### config.mk
export PLATFORM = sky130hd
export DESIGN_NAME = uart_tx_arbiter
export DESIGN_NICKNAME = d
export VERILOG_FILES = /design/src/rtl/uart_pkg.sv /design/src/rtl/rr_arbiter.sv /design/src/rtl/uart_tx_arbiter.sv
export SDC_FILE = /design/constraint.sdc
export NUM_CORES = 1
export LEC_CHECK = 0
export ABC_CLOCK_PERIOD_IN_PS = 4000
export BUFFER_PORTS_ARGS = -buffer_cell sky130_fd_sc_hd__buf_2
export CORE_ASPECT_RATIO = 0.8
export CORE_UTILIZATION = 35
export CTS_CLUSTER_DIAMETER = 120
export DETAILED_ROUTE_END_ITERATION = 10
export HOLD_SLACK_MARGIN = 0.1
export PLACE_DENSITY = 0.71
export REMOVE_ABC_BUFFERS = 1
export SLEW_MARGIN = 20
export SYNTH_ARGS = -nofsm -noshare
export SYNTH_HDL_FRONTEND = slang
export SYNTH_SLANG_ARGS = --single-unit
### constraint.sdc
create_clock -name clk -period 4 [get_ports clk]
set_input_delay 0.8 -clock clk [delete_from_list [all_inputs] [get_ports clk]]
set_output_delay 0.8 -clock clk [all_outputs]
set_load 0.03 [all_outputs]
### src/rtl/uart_pkg.sv
// uart_pkg: state encoding, byte width and default watchdog limit shared by the UART TX arbiter
package uart_pkg;
    typedef enum logic [2:0] {
        IDLE      = 3'd0,
        LOAD      = 3'd1,
        START     = 3'd2,
        WAIT_DONE = 3'd3,
        COMPLETE  = 3'd4
    } uart_tx_arb_state_t;
    localparam int UART_BYTE_W = 8;
    localparam int TIMEOUT_CYC_DEF = 65535;
    function automatic int idx_w(input int n);
        return (n > 1) ? $clog2(n) : 1;
    endfunction
endpackage

### src/rtl/rr_arbiter.sv
// rr_arbiter: combinational round-robin pick, scanning upward from the slot after i_ptr
module rr_arbiter
    import uart_pkg::*;
#(
    parameter int NUM_REQ = 2
) (
    input  logic [NUM_REQ-1:0]        i_req,
    input  logic [idx_w(NUM_REQ)-1:0] i_ptr,
    output logic [NUM_REQ-1:0]        o_grant,
    output logic [idx_w(NUM_REQ)-1:0] o_idx,
    output logic                      o_any
);
    localparam int IW = idx_w(NUM_REQ);
    logic          w_found;
    logic [IW-1:0] w_j;
    always_comb begin
        o_grant = '0;
        o_idx = '0;
        w_found = 1'b0;
        w_j = '0;
        for (int i = 1; i <= NUM_REQ; i++) begin
            w_j = IW'((int'(i_ptr) + i) % NUM_REQ);
            if (!w_found && i_req[w_j]) begin
                w_found = 1'b1;
                o_idx = w_j;
                o_grant[w_j] = 1'b1;
            end
        end
    end
    assign o_any = |i_req;
endmodule

### src/rtl/uart_tx_arbiter.sv
// uart_tx_arbiter: round-robin share of one UART transmitter, each granted word sent LSB byte first
// Define UART_TX_ARB_TIMEOUT_EN to add a WAIT_DONE watchdog that abandons a stalled word and pulses err_out
module uart_tx_arbiter
    import uart_pkg::*;
#(
    parameter int NUM_REQ = 2,
    parameter int DATA_W = 32,
    parameter int TIMEOUT_CYC = TIMEOUT_CYC_DEF
) (
    input  logic                      clk,
    input  logic                      rst,
    input  logic [NUM_REQ-1:0]        req_valid,
    input  logic [NUM_REQ*DATA_W-1:0] req_data,
    output logic [NUM_REQ-1:0]        req_ready,
    output logic [NUM_REQ-1:0]        req_done,
    input  logic                      txDone,
    input  logic                      busy,
    output logic                      tx_en,
    output logic                      txStart,
    output logic [UART_BYTE_W-1:0]    txData,
    output logic [idx_w(NUM_REQ)-1:0] grant_id,
    output logic                      active,
    output logic                      err_out
);
    localparam int BYTES = DATA_W / UART_BYTE_W;
    localparam int IW = idx_w(NUM_REQ);
    localparam int BW = idx_w(BYTES);

    uart_tx_arb_state_t   r_state, w_state_n;
    logic [DATA_W-1:0]    r_shift, w_shift_n;
    logic [BW-1:0]        r_cnt, w_cnt_n;
    logic [IW-1:0]        r_ptr, w_ptr_n, w_gid, w_gid_n;
    logic [NUM_REQ-1:0]   w_grant, w_ready_n, w_done_n;
    logic                 w_any, w_start_n;
    logic [UART_BYTE_W-1:0] w_txdata_n;
`ifdef UART_TX_ARB_TIMEOUT_EN
    logic [15:0]          r_wdog, w_wdog_n;
    logic                 w_err_n;
`endif

    rr_arbiter #(.NUM_REQ(NUM_REQ)) u_rr (
        .i_req  (req_valid),
        .i_ptr  (r_ptr),
        .o_grant(w_grant),
        .o_idx  (w_gid),
        .o_any  (w_any)
    );

    always_comb begin
        w_state_n = r_state;
        w_shift_n = r_shift;
        w_cnt_n = r_cnt;
        w_ptr_n = r_ptr;
        w_gid_n = grant_id;
        w_ready_n = '0;
        w_done_n = '0;
        w_start_n = 1'b0;
        w_txdata_n = txData;
`ifdef UART_TX_ARB_TIMEOUT_EN
        w_wdog_n = r_wdog;
        w_err_n = 1'b0;
`endif
        case (r_state)
            IDLE: if (w_any) begin
                w_state_n = LOAD;
                w_shift_n = req_data[int'(w_gid)*DATA_W +: DATA_W];
                w_gid_n = w_gid;
                w_ready_n = w_grant;
                w_cnt_n = '0;
            end
            LOAD: begin
                w_txdata_n = r_shift[UART_BYTE_W-1:0];
                w_state_n = START;
            end
            START: if (!busy) begin
                w_start_n = 1'b1;
                w_state_n = WAIT_DONE;
`ifdef UART_TX_ARB_TIMEOUT_EN
                w_wdog_n = '0;
`endif
            end
            // txDone wins over busy and over the watchdog in the same cycle
            WAIT_DONE: if (txDone) begin
                if (r_cnt == BW'(BYTES - 1))
                    w_state_n = COMPLETE;
                else begin
                    w_shift_n = r_shift >> UART_BYTE_W;
                    w_cnt_n = r_cnt + BW'(1);
                    w_state_n = LOAD;
                end
            end
`ifdef UART_TX_ARB_TIMEOUT_EN
            else if (r_wdog == 16'(TIMEOUT_CYC - 1)) begin
                w_err_n = 1'b1;
                w_ptr_n = grant_id;
                w_state_n = IDLE;
            end else
                w_wdog_n = r_wdog + 16'd1;
`endif
            COMPLETE: begin
                w_done_n[grant_id] = 1'b1;
                w_ptr_n = grant_id;
                w_state_n = IDLE;
            end
            default: w_state_n = IDLE;
        endcase
    end

    always_ff @(posedge clk) begin
        if (rst) begin
            r_state <= IDLE;
            r_shift <= '0;
            r_cnt <= '0;
            r_ptr <= IW'(NUM_REQ - 1);
            grant_id <= '0;
            req_ready <= '0;
            req_done <= '0;
            txStart <= 1'b0;
            txData <= '0;
            active <= 1'b0;
        end else begin
            r_state <= w_state_n;
            r_shift <= w_shift_n;
            r_cnt <= w_cnt_n;
            r_ptr <= w_ptr_n;
            grant_id <= w_gid_n;
            req_ready <= w_ready_n;
            req_done <= w_done_n;
            txStart <= w_start_n;
            txData <= w_txdata_n;
            active <= (w_state_n != IDLE);
        end
    end

    assign tx_en = active;

`ifdef UART_TX_ARB_TIMEOUT_EN
    always_ff @(posedge clk) begin
        if (rst) begin
            r_wdog <= '0;
            err_out <= 1'b0;
        end else begin
            r_wdog <= w_wdog_n;
            err_out <= w_err_n;
        end
    end
`else
    assign err_out = 1'b0;
`endif
endmodule

### Yosys cells after proc, flatten, opt, wreduce, memory -nomap -nowiden

Index checks and enable logic that the tools add are counted.

* bits in registers: 53
* bits of input ports: 70
* output and inout port bits: 17
* word-level logic and storage cells: 76

* add/subtract/negate cells: 3
* order comparisons: 6
* eq/ne operators: 8
* shift-type cells: 1
* mux-type cells: 29
* bitwise logic cells: 5
* reduce and logical (&&, ||, !) cells: 14

Operator list (number)
* 2-to-1 mux 32 bit: 3
* one-hot mux 32 bit (2 select lines): 1
* indexed part select 64 x 7 -> 32 bit: 1
* 2-to-1 mux 3 bit: 4
* one-hot mux 3 bit (4 select lines): 1
* 2-to-1 mux 1 bit: 11
* 2-to-1 mux 2 bit: 5
* == test 3 x 2 -> 1 bit, second input constant: 2
* < comparator 1 x 2 -> 1 bit, second input constant: 3
* OR reduction 2 bit: 3
* logical AND 1 bit: 4
* inequality test 2 bit, second input constant: 2
* NOT 1 bit: 4
* one-hot mux 2 bit (2 select lines): 1
* AND reduction 4 bit: 1
* demux 1 bit (select 1 bit): 3
* == test 3 x 1 -> 1 bit, second input constant: 1
* == test 3 bit, second input constant: 1
* >= comparator 1 bit, second input constant: 3
* logical NOT 3 bit: 1
* nonzero test 3 bit: 1
* OR reduction 3 bit: 1
* adder 1 bit, second input constant: 2
* adder 2 x 1 -> 2 bit, second input constant: 1
* 6 further kinds: 6

### Logic depth before layout (Yosys ltp)

Gate-level depths: netlist of run 1.

* depth in word-level cells: 10
* mapped depth: 8
* gate-level depth less buffers: 5

### Cells and area by module

Synthesis of run 1 repeated with hierarchy kept, for this count alone.

* cells, all modules: 279
* area total of the unflattened synthesis: 2448.6 um2

By module, submodules not included
* uart_tx_arbiter: times used 1, cells each 274, area each 2416.1 um2, sequential area each 1061.0 um2
* rr_arbiter: times used 1, cells each 5, area each 32.5 um2, sequential area each 0.0 um2

### Worst setup path after synthesis of run 1

OpenSTA, ideal clock, no wires.

* path type: input-to-reg
* start: in req_valid[1]
* end: reg r_shift[24]
* library setup time: 127 ps
* arrival time: 1801 ps
* required time: 3873 ps
* slack: 2071 ps
* cell stages on the path: 5
* buffers on the path: 2
* cells stage by stage: a21bo_2 > buf_2 > buf_1 > mux2i_1 > o2bb2ai_1

* cells in the longest elaborated chain, start to end: 9
* elaborated cells between the ends (all ways): 15
* those cells by class: eq/ne (1); shift (1); mux (9); reduce/logical (4)

RTL lines
* from (decl): line uart_tx_arbiter.sv:12 `input logic [NUM_REQ-1:0] req_valid,`
* 2-to-1 mux 1 bit (not written as such) (2 in a row): line rr_arbiter.sv:23 `if (!w_found && i_req[w_j]) begin`
* 2-to-1 mux 1 bit: line rr_arbiter.sv:23
* logical NOT 1 bit: line rr_arbiter.sv:23
* logical AND 1 bit: line rr_arbiter.sv:23
* 2-to-1 mux 1 bit: line rr_arbiter.sv:23
* indexed part select 64 x 7 -> 32 bit: line uart_tx_arbiter.sv:66 `w_shift_n = req_data[int'(w_gid)*DATA_W +: DATA_W];`
* 2-to-1 mux 32 bit: line uart_tx_arbiter.sv:64 `IDLE: if (w_any) begin`
* one-hot mux 32 bit (2 select lines): line uart_tx_arbiter.sv:63 `case (r_state)`
* to (signal assigned): line uart_tx_arbiter.sv:123 `r_shift <= w_shift_n;`
* to (decl): line uart_tx_arbiter.sv:30 `logic [DATA_W-1:0] r_shift, w_shift_n;`

Parallel ways exist; a longest one is shown, timed or not. The select of a mux whose other input is x is not followed.
A chain may end at the register's enable or synchronous reset.

### Final worst setup path of run 1

* start: in req_valid[0]
* end: reg r_shift[10]

The elaborated chain is that of the path after synthesis.

==> metrics.yaml, run 1 <==
status: "complete, no violations"
ios: 87
post-route-drc-count: 0
final-setup-viol-count: 0
holdWs_ns: 0.469
drive_gt1_share_pct: 29.4
finalCritPeriodShare_pct: 54.2
worstSetupStartpointType: "primary input"
cap_violations: 0
place_area_um2: 2800
critPathKind: "primary input to register"
overflow: 0
grt_pass1_vias: 1864
min_path_cells: 1
timing.final.hold_violations: 0
cts_tree: "yes"
area_growth_pct: 21.7
cts-resized-gates: 0
grt_max_degree: 35
die_h_um: 75.8
grt_usage_pct: 16.3
synth_seq_cells: 53
fin_tns_setup_ns: 0
final.min_clock_period_ns: 2.17
wirelength_um: 5630
post_cts_buffers: 0
grt_pass1_wl_um: 8910
hold_start: "r_shift[24]$_SDFFE_PP0P_"
p_leak_nw: 1.41
cts_buffer_depth: 2
diodes: 0
tightest_slew_ns: 0.948
end_kind: "register"
slew_viol_final: 0
dieArea_um2: 7140
cp_max_fo: 20
coreArea_um2: 6470
synth_edf_count: 0
crit_arrival_ns: 2.40
mostFrequentLayoutCell: "buf_2"
worst_skew_pair.late_latency_ns: 0.30
routedWlPerCell_um: 13.2
yosysTopAreaCell: "dfxtp_1"
ys_warn_count: 0
mostFrequentLayoutCells: "buf_2 (85), dfxtp_1 (53), a21oi_1 (48)"
rsz0062_at_grt: "no"
h-tree-depth: 2
first_pass_iters: 4
place_hpwl_um: 4040
final_nets: 415
vias: 2177
skew_ns: 0.0107
stdcell_area_um2: 2900
peakVddDrop_v: 0.000150
rows: 26
critical_path_required_ns: 4.23
yosys-top-cells-area: "dfxtp_1 (45%), a21oi_1 (10%), a22o_1 (8.8%)"
synth_cells: 274
antenna_found_initial: 0
async_reset_ff_share_pct: 0
clk_root_buffer_cell: "clkbuf_8"
clk_pin_slew_worst_paths_ns: 0.08
synth_top_area_share_pct: 44.6
cts_buffers: 5
synth_ff_type: "dfxtp_1"
ys_types: 33
r2r_start: "r_state[1]$_SDFF_PP0_"
vias_per_cell: 5.09
rr_worst_depth: 5
postRouteAntennaNets: 0
gp_congestion: 0.728
first_iter_violations: 80
startpoint: "req_valid[0]"
cts.sinks: 53
fmax_mhz: 461
syn_area_um2: 2380
p_total_mw: 1.15
hp-class: "register to register"
initial_core_util_pct: 36.8
syn-mean-instance-area_um2: 8.69
holdBufCountCts: 0
numPortBuffers: 85
fillers: 643
powerDensity_nw_per_um2: 397
slew_headroom_pct: 36.7
seq_area_frac_synth_pct: 44.6
die_x_um: 94.2
## power breakdown
| part | switching (mW) | internal, mW |
|---|---|---|
| Combinational | 0.132 | 0.108 |
| Clock | 0.161 | 0.137 |
| Sequential | 0.0330 | 0.579 |
## final timing paths
kind	slack, ns	endpoint
max	1.83	r_shift[10]$_SDFFE_PP0P_
min reg2reg	0.47	r_shift[24]$_SDFFE_PP0P_
max reg2reg	1.83	r_shift[14]$_SDFFE_PP0P_
min	0.47	r_shift[24]$_SDFFE_PP0P_
## through the flow
step,utilization (%),worst slack (ns),instances
after CTS,44.6,1.83,428
final,44.7,1.83,428
after floorplan,-,1.27,249
after detailed placement,43.2,1.54,421
after global routing,44.7,1.66,428
after global placement,43.2,1.56,421
## area by class of cell
| cell class | instances | area (µm²) | area share, % |
|---|---|---|---|
| Clock buffer | 6 | 82.6 | 2.85 |
| Clock inverter | 1 | 7.51 | 0.259 |
| Multi-Input combinational cell | 196 | 1190 | 41.2 |
| Sequential cell | 53 | 1060 | 36.6 |
| Tap cell | 84 | 105 | 3.63 |
| Timing Repair Buffer | 88 | 448 | 15.5 |
## critical path: stages
cell     delay (ns)
buf_2          0.13
or2_1          0.26
a22oi_4        0.22
nor2b_2        0.48
buf_4          0.33
a22o_1         0.17
## cells by family after synthesis
kind of cell | count (synthesis) | synth area share, %
muxes | 18 | 7.57
adders and majority gates | 1 | 0.525
other | 1 | 0.157
buffers and inverters | 25 | 6.04
AOI/OAI and AO/OA | 91 | 25.8
DFF | 53 | 44.6
and+or+nand+nor | 85 | 15.3
## state kept, by name (all words and copies together) (netlist names)
| signal | count |
|---|---|
| r_shift | 32 |
| r_state | 3 |
| txStart | 1 |
| grant_id | 1 |
| active | 1 |
| txData | 8 |
| req_done | 2 |
| req_ready | 2 |
| r_cnt | 2 |
| r_ptr | 1 |
## Yosys cell counts (3+ instances only)
cell       instances
buf_2              7
a22o_1            24
nor2_1            41
nand2_1           29
a21oi_1           48
clkbuf_1          10
nor2b_1            3
buf_6              4
mux2i_1           18
o2bb2ai_1          8
buf_4              3
dfxtp_1           53
## metal layers
metal  wire, µm  part of all wire, %  GRT usage [%]
met5          0                    0              0
met4         50                 0.89           3.76
met3        359                  6.4           4.49
met2       2430                   43           25.5
met1       2790                   50           22.3
Power figures use the tool's default switching activity.
==> run 2: changes to the inputs <==
Settings changed: ABC_CLOCK_PERIOD_IN_PS 4000 to 2100.
Clock period 4 ns to 2.1 ns, I/O delays scaled along.
==> metrics.yaml, run 2 (synthesized netlist as in run 1, its figures left out) <==
hp-class: "primary input to register"
initial_core_util_pct: 36.8
slew_viol_final: 0
peakVddDrop_v: 0.000282
largest_register: "r_shift"
cp_max_fo: 32
rrSetupSlack_ns: 0.43
postRouteAntennaNets: 0
holdBufCountCts: 0
fin_tns_setup_ns: 0
critPathKind: "register to register"
worst_skew_pair.late_latency_ns: 0.30
timing.final.hold_violations: 0
largest_reg_flops: 32
reg.largest.list: "r_shift (32), txData (8), r_state (3)"
ios: 87
coreArea_um2: 6470
worstSetupStartpointType: "register"
crit_arrival_ns: 1.86
grt_pass1_wl_um: 8820
post_cts_buffers: 0
powerDensity_nw_per_um2: 745
reg2reg_to: "r_shift[6]$_SDFFE_PP0P_"
tightest_slew_ns: 0.693
rows: 26
cts_buffer_depth: 2
slew_headroom_pct: 53.7
mostFrequentLayoutCells: "buf_2 (85), dfxtp_1 (53), a21oi_1 (48)"
drive_gt1_share_pct: 30.0
dieArea_um2: 7140
worst_slack_ns: 0.432
overflow: 0
final_nets: 417
die_h_um: 75.8
critical_path_required_ns: 2.29
wirelength_um: 5670
h-tree-depth: 2
cts_tree: "yes"
place_hpwl_um: 4030
vias_per_cell: 5.00
rsz0062_at_grt: "no"
die_x_um: 94.2
routedWlPerCell_um: 13.2
mostFrequentLayoutCell: "buf_2"
hold_start: "txDone"
gp_congestion: 0.773
p_leak_nw: 1.43
r2r_start: "r_cnt[0]$_SDFFE_PP0P_"
clk_pin_slew_worst_paths_ns: 0.10
grt_max_degree: 35
final.min_clock_period_ns: 1.67
place_ws_ns: 0.0785
status: "complete, no violations"
vias: 2157
final-setup-viol-count: 0
cts.sinks: 53
finalCritPeriodShare_pct: 79.4
diodes: 0
grt_pass1_vias: 1854
first_iter_violations: 101
cap_violations: 0
grt_usage_pct: 16.0
fmax_mhz: 600
numPortBuffers: 85
clk_root_buffer_cell: "clkbuf_8"
cts_buffers: 5
min_path_cells: 2
fillers: 650
end_kind: "register"
first_pass_iters: 4
skew_ns: 0.00986
worstHoldEndpoint: "r_state[1]$_SDFF_PP0_"
rr_worst_depth: 6
antenna_found_initial: 0
area_growth_pct: 23.4
post-route-drc-count: 0
-- run 2: cell types whose count changed in the layout (fill, tap and decap cells not counted), sizes merged --
cell	delta
buf	+2
clkbuf	-1
clkinv	+2
-- run 2: layout make-up --
type	instances	area, µm²	share of cell area (%)
Tap cell	84	105	3.58
Clock buffer	5	68.8	2.34
Multi-Input combinational cell	196	1200	40.8
Clock inverter	3	17.5	0.596
Sequential cell	53	1060	36.1
Timing Repair Buffer	90	488	16.6
-- run 2: routing by layer --
| layer | share of wire (%) | global-route usage (%) | routed length, µm |
|---|---|---|---|
| met1 | 50 | 22.9 | 2860 |
| met2 | 43 | 24.6 | 2460 |
| met4 | 0.63 | 4.27 | 36 |
| met3 | 5.6 | 3.09 | 318 |
| met5 | 0 | 0 | 0 |
-- run 2: metrics by stage --
| stage | hold WS (ns) | area (µm²) | power (mW) | util [%] | cells |
|---|---|---|---|---|---|
| final | 0.346 | 2940 | 2.19 | 45.4 | 431 |
| after global routing | 0.365 | 2940 | 2.31 | 45.4 | 431 |
| after CTS | 0.336 | 2930 | 2.20 | 45.2 | 431 |
| after detailed placement | 0.448 | 2840 | 1.66 | 43.9 | 423 |
| after global placement | 0.446 | 2840 | 1.65 | 43.9 | 423 |
| after floorplan | 0.433 | 2240 | 1.47 | - | 249 |
-- run 2: power breakdown --
group | leakage, nW | switching, mW | internal (mW) | total (mW)
clock | 0.0439 | 0.320 | 0.231 | 0.550
sequential | 0.434 | 0.0630 | 1.10 | 1.17
combinational | 0.954 | 0.256 | 0.216 | 0.472
-- run 2: repair_timing --
item | in CTS | in global routing
hold endpoints to repair | 0 | 0
endpoints found under the setup margin | 0 | 24
resized for setup | 0 | 1
-- run 2: worst max-delay path, stage by stage, from the launching register on --
cell	delay, ns
dfxtp_1	0.34
ha_1	0.23
nor2b_1	0.26
a22oi_4	0.11
nor2b_2	0.19
buf_12	0.18
a22o_1	0.24
-- run 2: worst max-delay path by stage --
stage	startpoint	to	cells past startpoint
finish	r_cnt[0]$_SDFFE_PP0P_	r_shift[6]$_SDFFE_PP0P_	6
global route	r_cnt[0]$_SDFFE_PP0P_	r_shift[17]$_SDFFE_PP0P_	5
CTS	r_cnt[0]$_SDFFE_PP0P_	r_shift[6]$_SDFFE_PP0P_	5
detailed placement	req_valid[0]	r_shift[11]$_SDFFE_PP0P_	5
global placement	req_valid[0]	r_shift[8]$_SDFFE_PP0P_	5
floorplan	r_state[2]$_SDFF_PP0_	r_shift[0]$_SDFFE_PP0P_	4
==> run 3: changes to the inputs <==
Settings changed: ABC_AREA from default to 1, ABC_CLOCK_PERIOD_IN_PS 2100 to 1600, PLACE_DENSITY 0.71 to 0.68.
Clock period 2.1 ns to 1.6 ns, I/O delays scaled along.
==> metrics.yaml, run 3 <==
mostFrequentLayoutCell: "nand2_1"
antenna_found_initial: 0
grt_usage_pct: 15.6
postRouteAntennaNets: 0
final.min_clock_period_ns: 1.47
worstSetupStartpointType: "register"
synth_ff_type: "dfxtp_1"
timing.final.hold_violations: 0
routedWlPerCell_um: 9.81
cap_violations: 0
p_leak_nw: 2.20
seq_area_frac_synth_pct: 33.5
crit_arrival_ns: 1.65
fin_tns_setup_ns: 0
synth_top_area_share_pct: 33.5
rows: 30
post-synth-top-count-cell: "nand2_1"
slew_viol_final: 0
fmax_mhz: 683
skew_ns: 0.00756
synth_edf_count: 0
fin_util_pct: 44.3
cp.buffers_inverters: 2
gp_congestion: 0.804
numPortBuffers: 85
cts_buffer_depth: 2
initial_core_util_pct: 36.6
vias_per_cell: 4.41
first_iter_violations: 171
grt_pass1_vias: 2846
grt_pass1_wl_um: 11900
yosysTopAreaCell: "dfxtp_1"
worst_skew_pair.late_latency_ns: 0.28
synth_cells: 528
critPathMaxStageDelay_ns: 0.51
clk_root_buffer_cell: "clkbuf_16"
post-route-drc-count: 0
finalNonFillerCells: 712
die_h_um: 87.0
path_delay_family: "flip-flops"
end_kind: "register"
synthTopCellsByCount: "nand2_1 (159), nor2_1 (89), inv_1 (83)"
dieArea_um2: 9420
largest_register: "r_shift"
cts_tree: "yes"
synth_seq_cells: 53
yosys-top-cells-area: "dfxtp_1 (34%), nand2_1 (19%), nor2_1 (11%)"
mostFrequentLayoutCells: "nand2_1 (159), nor2_1 (89), buf_2 (85)"
cp_max_fo: 17
status: "complete, no violations"
first_pass_iters: 4
coreArea_um2: 8630
largest_reg_flops: 32
peakVddDrop_v: 0.000614
grt_max_degree: 42
reg.largest.list: "r_shift (32), txData (8), r_state (3)"
diodes: 0
overflow: 0
hp-class: "primary input to register"
cts.sinks: 53
final-setup-viol-count: 0
drive_gt1_share_pct: 18.3
ys_types: 21
powerDensity_nw_per_um2: 941
finalCritPeriodShare_pct: 91.6
ios: 87
stdcell_area_um2: 3830
area_growth_pct: 21.0
die_x_um: 108
ys_warn_count: 0
syn_area_um2: 3160
rr_worst_depth: 6
clk_pin_slew_worst_paths_ns: 0.07
vias: 3141
cts_buffers: 5
cp_cell_sequence: "inv_1 -> nand3_2 -> buf_4 -> nand3b_1 -> nand2_1 -> nor2_1"
place_hpwl_um: 5050
crit_cells: 6
holdWs_ns: 0.267
final_nets: 670
critical_path_required_ns: 1.78
place_area_um2: 3670
critPathKind: "register to register"
syn-mean-instance-area_um2: 5.99
rsz0062_at_grt: "no"
wirelength_um: 6980
holdBufCountCts: 0
dpl.cell_count: 704
cp_slowest_cell: "dfxtp_1"
h-tree-depth: 2
min_path_cells: 2
async_reset_ff_share_pct: 0
## run 3: worst paths after layout
path	start	endpoint	slack, ns
worst max-delay path	r_state[2]$_SDFF_PP0_	r_shift[6]$_SDFFE_PP0P_	0.13
worst min-delay path	rst	r_cnt[1]$_SDFFE_PP0P_	0.27
worst max register to register	r_state[2]$_SDFF_PP0_	r_shift[6]$_SDFFE_PP0P_	0.13
worst min register to register	txData[0]$_SDFFE_PP0P_	txData[0]$_SDFFE_PP0P_	0.44
## run 3: kinds of logic (layout without fill, tap and decap cells)
group / after synthesis / in the layout / share of synthesized area (%)
AOI/OAI and AO/OA: 23 / 23 / 3.72
adders and majority gates: 1 / 1 / 0.396
buffers and inverters: 116 / 188 / 15.2
DFF: 53 / 53 / 33.5
other: 1 / 1 / 0.119
and+or+nand+nor: 334 / 334 / 47.0
## run 3: layout make-up
| cell class | instances | area [µm²] |
|---|---|---|
| Fill cell | 938 | 4810 |
| Multi-Input combinational cell | 359 | 1640 |
| Sequential cell | 53 | 1060 |
| Timing Repair Buffer | 97 | 541 |
| Inverter | 83 | 312 |
| Tap cell | 112 | 140 |
| Clock buffer | 6 | 129 |
| Clock inverter | 2 | 10.0 |
## run 3: worst register-to-register path, cell delays in order, from the launching register on
cell	delay, ns
dfxtp_1	0.51
inv_1	0.16
nand3_2	0.21
buf_4	0.26
nand3b_1	0.11
nand2_1	0.07
nor2_1	0.04
## run 3: power breakdown
part	leakage, nW	switching, mW	total [mW]	internal [mW]
registers	0.438	0.0823	1.58	1.49
clock network	0.0706	0.437	1.01	0.575
logic	1.69	0.609	1.02	0.407
## run 3: timing repair
action,4_1_cts,5_1_grt
resized for setup,0,2
endpoints found under the setup margin,0,26
setup buffers,0,0
## run 3: stage by stage
| stage | power [mW] | setup slack (ns) |
|---|---|---|
| 2_1_floorplan | 2.29 | -0.444 |
| 5_1_grt | 3.88 | 0.00427 |
| 3_5_place_dp | 2.62 | 0.0857 |
| 6_report | 3.60 | 0.135 |
| 3_3_place_gp | 2.59 | 0.133 |
| 4_1_cts | 3.64 | 0.106 |
## run 3: metal layers
layer / wire [µm] / up-vias / track usage (%)
met4: 102 / 0 / 4.67
li1: - / 1727 / -
met2: 3140 / 75 / 27.3
met3: 334 / 8 / 2.77
met5: 0 / - / 0
met1: 3410 / 1331 / 19.6
